$ cat src/rtl/shared_mem_arbiter.sv
// shared_mem_arbiter
// Places N bus masters on one single-port shared memory. Only one transaction
// is in flight at a time. The grant is round-robin by default. Each master gets
// a one-cycle m_ready pulse when its transaction completes.
//
// Ports
//   clock, reset           rising-edge clock; synchronous active-high reset
//   m_lerMem / m_escMem    per-master read / write request (write wins if both)
//   m_endereco / m_indata  per-master address / write data, master i at [i*W +: W]
//   m_ready                one-cycle completion pulse to the granted master
//   m_rdata                read data, valid in the m_ready cycle of a read
//   endereco / indata      address / write data to the memory
//   lerMem / escMem        one-cycle memory read / write strobes
//   output_mem             memory read data, valid MEM_LAT cycles after lerMem
//
// Build option: define ARB_FIXED_PRIO_EN to grant the lowest-index requester
// instead of round-robin (rr_ptr is then held at 0).
//
// state | meaning
// IDLE  | arbitrate pending requests, capture grant and operands
// ISSUE | drive lerMem or escMem for exactly one cycle
// WAIT  | count down the remaining memory read latency
// DONE  | pulse m_ready to the granted master, advance rr_ptr

module shared_mem_arbiter #(
  parameter int N_MASTERS = 2,
  parameter int ADDR_W    = 32,
  parameter int DATA_W    = 32,
  parameter int MEM_LAT   = 1
) (
  input  logic                          clock,
  input  logic                          reset,
  input  logic [N_MASTERS-1:0]          m_lerMem,
  input  logic [N_MASTERS-1:0]          m_escMem,
  input  logic [N_MASTERS*ADDR_W-1:0]   m_endereco,
  input  logic [N_MASTERS*DATA_W-1:0]   m_indata,
  output logic [N_MASTERS-1:0]          m_ready,
  output logic [DATA_W-1:0]             m_rdata,
  output logic [ADDR_W-1:0]             endereco,
  output logic [DATA_W-1:0]             indata,
  output logic                          lerMem,
  output logic                          escMem,
  input  logic [DATA_W-1:0]             output_mem
);

  localparam int IDX_W = (N_MASTERS > 1) ? $clog2(N_MASTERS) : 1;
  localparam int CNT_W = 2;

  typedef enum logic [1:0] {IDLE, ISSUE, WAIT, DONE} state_t;

  state_t               state, state_next;
  logic [IDX_W-1:0]     grant;
  logic [IDX_W-1:0]     rr_ptr;
  logic [IDX_W-1:0]     pick;
  logic                 pick_valid;
  logic                 wr_op;
  logic                 capture;
  logic [CNT_W-1:0]     cnt;
  logic [N_MASTERS-1:0] req;

  assign req = m_lerMem | m_escMem;

  // Arbitration: choose the requester that IDLE would grant this cycle.
  always_comb begin
    pick_valid = 1'b0;
    pick       = '0;
`ifdef ARB_FIXED_PRIO_EN
    // Walk downward so the lowest index is the last one written.
    for (int k = N_MASTERS - 1; k >= 0; k--) begin
      if (req[k]) begin
        pick_valid = 1'b1;
        pick       = IDX_W'(k);
      end
    end
`else
    begin
      logic [IDX_W:0] slot;
      slot = '0;
      // Search upward from rr_ptr, wrapping past N_MASTERS-1 back to 0.
      for (int k = 0; k < N_MASTERS; k++) begin
        slot = {1'b0, rr_ptr} + (IDX_W + 1)'(k);
        if (slot >= (IDX_W + 1)'(N_MASTERS)) begin
          slot = slot - (IDX_W + 1)'(N_MASTERS);
        end
        if (!pick_valid && req[slot[IDX_W-1:0]]) begin
          pick_valid = 1'b1;
          pick       = slot[IDX_W-1:0];
        end
      end
    end
`endif
  end

  // Next state and memory-side strobes.
  always_comb begin
    state_next = state;
    lerMem     = 1'b0;
    escMem     = 1'b0;
    capture    = 1'b0;
    case (state)
      IDLE: begin
        if (pick_valid) state_next = ISSUE;
      end
      ISSUE: begin
        lerMem = ~wr_op;
        escMem = wr_op;
        if (wr_op) begin
          state_next = DONE;
        end else if (MEM_LAT == 1) begin
          state_next = DONE;
          capture    = 1'b1;
        end else begin
          state_next = WAIT;
        end
      end
      WAIT: begin
        if (cnt == '0) begin
          state_next = DONE;
          capture    = 1'b1;
        end
      end
      DONE: begin
        state_next = IDLE;
      end
      default: state_next = IDLE;
    endcase
  end

  always_comb begin
    m_ready = '0;
    if (state == DONE) m_ready[grant] = 1'b1;
  end

  always_ff @(posedge clock) begin
    if (reset) begin
      state    <= IDLE;
      grant    <= '0;
      rr_ptr   <= '0;
      wr_op    <= 1'b0;
      cnt      <= '0;
      endereco <= '0;
      indata   <= '0;
      m_rdata  <= '0;
    end else begin
      state <= state_next;
      case (state)
        IDLE: begin
          if (pick_valid) begin
            grant    <= pick;
            wr_op    <= m_escMem[pick];
            endereco <= m_endereco[int'(pick) * ADDR_W +: ADDR_W];
            indata   <= m_indata[int'(pick) * DATA_W +: DATA_W];
          end
        end
        ISSUE: cnt <= CNT_W'(MEM_LAT - 1);
        WAIT: begin
          if (cnt != '0) cnt <= cnt - 1'b1;
        end
        DONE: begin
`ifdef ARB_FIXED_PRIO_EN
          rr_ptr <= '0;
`else
          rr_ptr <= (grant == IDX_W'(N_MASTERS - 1)) ? '0 : grant + 1'b1;
`endif
        end
        default: ;
      endcase
      // Sampled on the edge that enters DONE, so it is stable for the m_ready cycle.
      if (capture) m_rdata <= output_mem;
    end
  end

endmodule

$ cat config.mk
export PLATFORM = sky130hd
export DESIGN_NAME = shared_mem_arbiter
export DESIGN_NICKNAME = d
export VERILOG_FILES = /design/src/rtl/shared_mem_arbiter.sv
export SDC_FILE = /design/constraint.sdc
export NUM_CORES = 1
export LEC_CHECK = 0
export CAP_MARGIN = 20
export CORE_MARGIN = 2
export CORE_UTILIZATION = 42
export CTS_CLUSTER_DIAMETER = 40
export CTS_CLUSTER_SIZE = 12
export DETAILED_ROUTE_END_ITERATION = 16
export PLACE_DENSITY = 0.87
export SETUP_SLACK_MARGIN = 0.2
export SLEW_MARGIN = 20
export SYNTH_ARGS = -nofsm -noshare
export SYNTH_HDL_FRONTEND = slang
export SYNTH_SLANG_ARGS = --single-unit
$ cat constraint.sdc
create_clock -name clock -period 2.4 [get_ports clock]
set_input_delay 0.48 -clock clock [delete_from_list [all_inputs] [get_ports clock]]
set_output_delay 0.48 -clock clock [all_outputs]
set_load 0.02 [all_outputs]
After elaboration in Yosys (flattened, before gate mapping)

Cells that the tools add are included.

Flip-flop bits (word level): 103
Input port bits: 166
Output and inout port bits: 100

Add/subtract/negate cells: 5
Order comparisons: 7
Equal/unequal tests: 6
Shifts and indexed selects: 2
Multiplexer cells: 26
Bitwise operators: 2
Reduce and logical (&&, ||, !) cells: 10

Operators by type and width:

| cell                | count |
|---|---|
| $shiftx 64x7->32    | 2 |
| $mux 1              | 18 |
| $lt 1x2->1 const B  | 4 |
| $mux 2              | 4 |
| $pmux 2 s4          | 1 |
| $ne 2x2->1 const B  | 3 |
| $reduce_and 2->1    | 3 |
| $eq 2x2->1 const B  | 2 |
| $logic_not 2->1     | 2 |
| $pmux 2 s2          | 1 |
| $reduce_bool 2->1   | 2 |
| $add 1x1->2 const B | 1 |
| $eq 2x1->1 const B  | 1 |
| $ge 1x2->1 const B  | 1 |
| $ge 2x2->1 const B  | 1 |
| $logic_and 1x1->1   | 2 |
| $or 2x2->2          | 1 |
| $pmux 1 s2          | 1 |
| $sub 1x1->1 const B | 2 |
| $sub 2x1->2 const B | 1 |
| $add 1x1->1 const B | 1 |
| $demux 1 s1         | 1 |
| $ge 1x1->1 const B  | 1 |
| $logic_not 1->1     | 1 |
| $not 1->1           | 1 |

Longest topological paths before layout

Gate-level depths: netlist of the first run.

Depth after elaboration: 10
Mapped depth: 7
Mapped depth without buffers: 6

Least setup slack after synthesis of the first run

No wires, ideal clock.

Path type: register to register
Start point: register state[1]
End point: register m_rdata[1]
Arrival time: 1513 ps
Data required time: 2328 ps
Setup slack: 816 ps
Stages on the path, launching flop included: 8
Path buffers: 1
Clock period less this slack: 1584 ps
Cell sequence: dfxtp_1 > inv_1 > ha_1 > nor2b_1 > o21a_1 > buf_2 > nand2_1 > a21oi_1

Word-level cells in the longest chain between the ends: 2

RTL lines:

| element                                         | RTL line | source |
|---|---|---|
| start, declared                                 | 51       | `state_t state, state_next;` |
| start signal, assigned                          | 145      | `state <= state_next;` |
| $eq 2x2->1 / $eq 2x1->1 (equally long branches) | 100      | `case (state)` |
| $pmux 1 s2 (*)                                  | 100      |  |
| end signal, assigned                            | 169      | `if (capture) m_rdata <= output_mem;` |
| end, declared                                   | 38       | `output logic [DATA_W-1:0] m_rdata,` |

Every way passes the cells marked *; elsewhere a longest branch is shown, timed or not.
A chain may end at the register's enable or synchronous reset.

Final worst setup path of the first run

Start point: register state[1]
End point: output port lerMem

Word-level cells in the longest chain between the ends: 2

RTL lines:

| element       | RTL line | source |
|---|---|---|
| $eq 2x1->1    | 100      |  |
| $mux 1        | 100      |  |
| end, declared | 41       | `output logic lerMem,` |

No other way between the ends.

==> results of run 1 <==
[timing repair]
item | 4_1_cts | 5_1_grt
setup endpoints to repair | 4 | 0
gates resized for setup | 4 | 0
hold endpoints to repair | 0 | 0
[layout make-up]
| class | count | area (um^2) |
|---|---|---|
| clock buffer | 15 | 196 |
| clock inverter | 1 | 8.76 |
| fill | 804 | 3240 |
| inverter | 7 | 26.3 |
| multi-input combinational | 394 | 2350 |
| sequential | 103 | 2060 |
| tap | 140 | 175 |
| timing repair buffer | 275 | 2780 |
[synthesized netlist by cell type]
cell type	number	share of area [%]
nand2_1	193	15
dfxtp_1	103	44
nor2_1	74	5.9
a311oi_2	60	19
a21oi_1	35	3.7
buf_2	21	2.2
clkbuf_1	15	1.2
inv_1	7	0.56
a311oi_1	5	0.94
buf_4	5	0.80
ha_1	5	1.3
and2_1	4	0.54
nor2b_1	4	0.54
buf_6	3	0.72
a41o_1	1	0.21
a41oi_1	1	0.19
clkbuf_8	1	0.29
mux2i_1	1	0.21
nand2_2	1	0.13
nand2b_1	1	0.13
nand3b_1	1	0.16
nor3_1	1	0.11
o21a_1	1	0.16
o21ai_1	1	0.11
o21bai_1	1	0.16
o22ai_1	1	0.13
o31ai_1	1	0.16
o41a_1	1	0.24
or2_2	1	0.13
[critical path, stage by stage, from the launching register on]
cell and delay (ns):
dfxtp_1 0.35, inv_1 0.09, ha_1 0.15, nor2b_1 0.23, dlygate4sd2_1 0.40
[through the flow]
step           hold WS, ns  utilization [%]  cells  cell area (um^2)  power [mW]
4_1_cts              0.458             70.1    935              7600        5.06
2_1_floorplan        0.454                -    549              4670        3.13
3_5_place_dp         0.446             68.2    919              7400        3.99
5_1_grt              0.480             70.1    935              7600        5.27
6_report             0.457             70.1    935              7600        5.02
3_3_place_gp         0.441             68.2    919              7400        3.93
[report_power, final]
part	switching, mW	internal, mW	total (mW)	leakage (nW)
combinational	0.983	0.911	1.89	1.86
clock	0.557	0.523	1.08	0.106
sequential	0.118	1.93	2.05	0.849
[flip-flops by register name, indices dropped and copies added (netlist names)]
name and flops:
state 2, m_rdata 32, endereco 32, wr_op 1
rr_ptr 1, indata 32, cnt 2, grant 1
[logic make-up after synthesis]
family | share of synthesized area (%)
buffers and inverters | 5.84
adders and majority gates | 1.34
AOI/OAI and AO/OA | 25.3
muxes | 0.214
DFF | 44.1
and+or+nand+nor | 23.2
[layer usage]
layer | wire, um | track usage, % | part of all wire, %
met1 | 5310 | 23.7 | 38
met2 | 7090 | 40.2 | 50
met3 | 1310 | 6.64 | 9.2
met4 | 444 | 10.3 | 3.1
met5 | 0 | 0 | 0
[worst max-delay path by stage]
stage / to / depth (start not counted)
after detailed placement: indata[19] / 6
final: lerMem / 4
after global routing: lerMem / 4
after CTS: lerMem / 4
after global placement: indata[2] / 6
after floorplan: m_rdata[1] / 7
==> impl_metrics.tcl, run 1 <==
set metrics [dict create \
    fmax_mhz 488 \
    overflow 0 \
    gr-usage-all-layers_pct 22.3 \
    area_growth_pct 62.5 \
    antenna_left 0 \
    coreArea_mm2 0.0108 \
    crit_type "reg -> out" \
    drcViolationCount 0 \
    worst_slack_ns 0.349 \
    syn-num-nets 720 \
    cp-startpoint "state[1]" \
    post_cts_buffers 0 \
    cts_inserted_buffers 9 \
    hold_depth 2 \
    final.period_utilization_pct 85.5 \
    yosysWarningCount 0 \
    h-tree-depth 3 \
    syn_inst 549 \
    grt_pass1_vias 4478 \
    portBuffers 265 \
    numClockSinks 103 \
    clk_path_buf_depth 2 \
    setup_violations 0 \
    final_nets 961 \
    power.density_mw_per_mm2 661 \
    hold_violations 0 \
    fin_crit_ns 2.05 \
    gp_congestion 0.806 \
    fin_skew_ns 0.00554 \
    drv_slew 0 \
    final_cell_mix "clkdlybuf4s50_1, nand2_1, dfxtp_1" \
    grt_pass1_wl_um 20900 \
    min-delay-start "m_rdata[0]" \
    max-slew-margin-rel_pct 51.4 \
    ctsHoldBuffers 0 \
    cp-start-kind "flip-flop" \
    firstDrtPassIters 4 \
    synth.distinct_cells 29 \
    antenna_found_initial 0 \
    cp.arrival_ns 1.57 \
    layout-drive-gt1-share_pct 11.4 \
    initial_core_util_pct 43.1 \
    place_ws_ns 0.196 \
    vias 4824 \
    row_count 38 \
    r2r-start "state[0]" \
    antenna_cells 0 \
    seq_area_frac_synth_pct 44.1 \
    cp-end-kind "output port" \
    dieArea_mm2 0.0120 \
    worst_pin_slew_ns 0.728 \
    p_leak_nw 2.81 \
    cp.required_ns 1.92 \
    viasPerCell 5.16 \
    clkLatencyLatePin_ns 0.36 \
    hold_class "reg -> reg" \
    holdPathEnd "m_rdata[0]" \
    final_common_cell "clkdlybuf4s50_1" \
    ys_seq_elements 103 \
    finalSetupTns_ns 0 \
    reg2reg_to "endereco[14]" \
    cts_tree "done" \
    crit_path_max_fanout 4 \
    clk_root_buffer_cell "clkbuf_8" \
    grt_max_degree 81 \
    routed_wl_um 14200 \
    io_pins 266 \
    die_w_um 109 \
    die_h_um 109 \
    rsz0062_at_grt "no" \
    reg2regPathDepth 6 \
    cap_viol_max_count 0 \
    syn_avg_cell_area_um2 8.51 \
    regToRegSetupSlack_ns 0.63 \
    initialDrtViolationCount 281 \
    wl_per_cell_um 15.1 \
    ir_worst_vdd_v 0.000292 \
    outcome "finished clean" \
    dpl.hpwl_um 10700 \
    clk_pin_slew_ns 0.09 \
    syn_area_mm2 0.00467 \
]
No activity file was read; power rests on OpenSTA's default activity.
==> run 2, diff against run 1 <==
CORE_ASPECT_RATIO = 1.4   (was not set)
==> run 2 against run 1 <==
Net effect:
- via count shrank 0.46%
- total power grew 7.4%
- count of clock-buffer cells in the layout shrank 3
- final area grew 1.2%
- critical endpoint unchanged
==> impl_metrics.tcl, run 2 (synthesis gave the netlist of run 1 again) <==
set metrics [dict create \
    outcome "finished clean" \
    viasPerCell 5.13 \
    gp_congestion 0.871 \
    place_ws_ns 0.184 \
    h-tree-depth 3 \
    seq_area_mm2 0.00206 \
    place_area_mm2 0.00739 \
    initial_core_util_pct 43.0 \
    antenna_found_initial 0 \
    setup_violations 0 \
    dieArea_mm2 0.0120 \
    layout-drive-gt1-share_pct 11.3 \
    cp-end-kind "output port" \
    final_area_mm2 0.00769 \
    max-slew-margin-rel_pct 64.5 \
    p_leak_nw 2.86 \
    ctsHoldBuffers 0 \
    post_cts_buffers 0 \
    reg_top3 "endereco: 32 flops, indata: 32 flops, m_rdata: 32 flops" \
    rsz0062_at_grt "no" \
    vias 4802 \
    fin_skew_ns 0.00843 \
    final.period_utilization_pct 83.9 \
    initialDrtViolationCount 182 \
    routed_wl_um 14600 \
    clk_pin_slew_ns 0.07 \
    clkLatencyLatePin_ns 0.34 \
    cp.arrival_ns 1.53 \
    grt_pass1_vias 4704 \
    crit_path_max_fanout 4 \
    clk_path_buf_depth 2 \
    antenna_left 0 \
    fin_crit_ns 2.01 \
    grt_max_degree 101 \
    final_nets 961 \
    drcViolationCount 0 \
    final_cell_mix "clkdlybuf4s50_1, nand2_1, dfxtp_1" \
    overflow 0 \
    io_pins 266 \
    drv_slew 0 \
    finalSetupTns_ns 0 \
    hold_violations 0 \
    power.density_mw_per_mm2 702 \
    antenna_cells 0 \
    cp-start-kind "flip-flop" \
    wl_per_cell_um 15.6 \
    cts_tree "done" \
    hold_class "in -> reg" \
    area_growth_pct 64.4 \
    grt_pass1_wl_um 22800 \
    multiInputGateArea_mm2 0.00235 \
    final_common_cell "clkdlybuf4s50_1" \
    worst_slack_ns 0.386 \
    regToRegSetupSlack_ns 0.48 \
    cts_inserted_buffers 9 \
    crit_type "reg -> out" \
    coreArea_mm2 0.0109 \
    firstDrtPassIters 5 \
    die_h_um 129 \
    worst_pin_slew_ns 0.533 \
    row_count 45 \
    cp.required_ns 1.92 \
    dpl.hpwl_um 11100 \
    portBuffers 265 \
    die_w_um 93.2 \
    gr-usage-all-layers_pct 23.7 \
    ir_worst_vdd_v 0.000477 \
    cap_viol_max_count 0 \
    fin_util_pct 70.7 \
    clk_root_buffer_cell "clkbuf_16" \
    fmax_mhz 496 \
    nFillCells 799 \
    numClockSinks 103 \
]
-- run 2: changes by cell type in the layout (fill, tap and decap cells not counted) --
| cell | previous run | this run |
|---|---|---|
| clkbuf_8 | 14 | 1 |
| clkbuf_16 | 0 | 9 |
| buf_12 | 5 | 4 |
| buf_4 | 6 | 7 |
| bufinv_16 | 0 | 1 |
| clkbuf_1 | 1 | 2 |
| clkinv_4 | 1 | 2 |
| clkinvlp_4 | 0 | 1 |
| dlygate4sd2_1 | 4 | 3 |
| dlymetal6s2s_1 | 0 | 1 |
-- run 2: timing repair --
action,4_1_cts,5_1_grt
setup endpoints to repair,3,1
hold endpoints to repair,0,0
pin swaps,0,0
gates resized for setup,3,1
-- run 2: power by group --
part | leakage [nW] | internal (mW) | total (mW) | switching (mW)
Sequential | 0.849 | 1.93 | 2.06 | 0.124
Clock | 0.143 | 0.842 | 1.46 | 0.616
Combinational | 1.87 | 0.905 | 1.88 | 0.979
Total | 2.86 | 3.68 | 5.40 | 1.72
-- run 2: critical path: stages, from the launching register on --
cell	delay, ns
dfxtp_1	0.34
inv_1	0.09
ha_1	0.15
nor2b_1	0.24
dlygate4sd2_1	0.38
-- run 2: layout make-up --
class                   instances  area share (%)
clock buffers                  12            3.21
repair buffers                275            36.1
well taps                     141            2.30
flip-flops and latches        103            26.8
clock inverters                 4           0.716
multi-input cells             394            30.5
inverters                       7           0.342
-- run 2: worst paths after layout --
| path | start | endpoint | depth (start not counted) |
|---|---|---|---|
| worst min-delay path | reset | m_rdata[22] | 2 |
| worst max register to register | state[0] | indata[6] | 6 |
| worst min register to register | m_rdata[22] | m_rdata[22] | 2 |
| worst max-delay path | state[1] | lerMem | 4 |
-- run 2: routing by layer --
metal | share of wire [%] | GRT usage, % | routed length [um] | vias up
met5 | 0 | 0 | 0 | -
met4 | 3.3 | 10.7 | 481 | 0
met3 | 7.5 | 5.97 | 1100 | 28
met2 | 53 | 43.7 | 7750 | 206
met1 | 36 | 25.3 | 5300 | 2226
li1 | - | - | - | 2342
-- run 2: metrics by stage --
step,hold WS (ns),total power [mW],instances
after floorplan,0.454,3.13,549
after global placement,0.442,3.93,920
after detailed placement,0.447,3.99,920
after CTS,0.420,5.44,936
after global routing,0.436,5.67,936
final,0.435,5.40,936
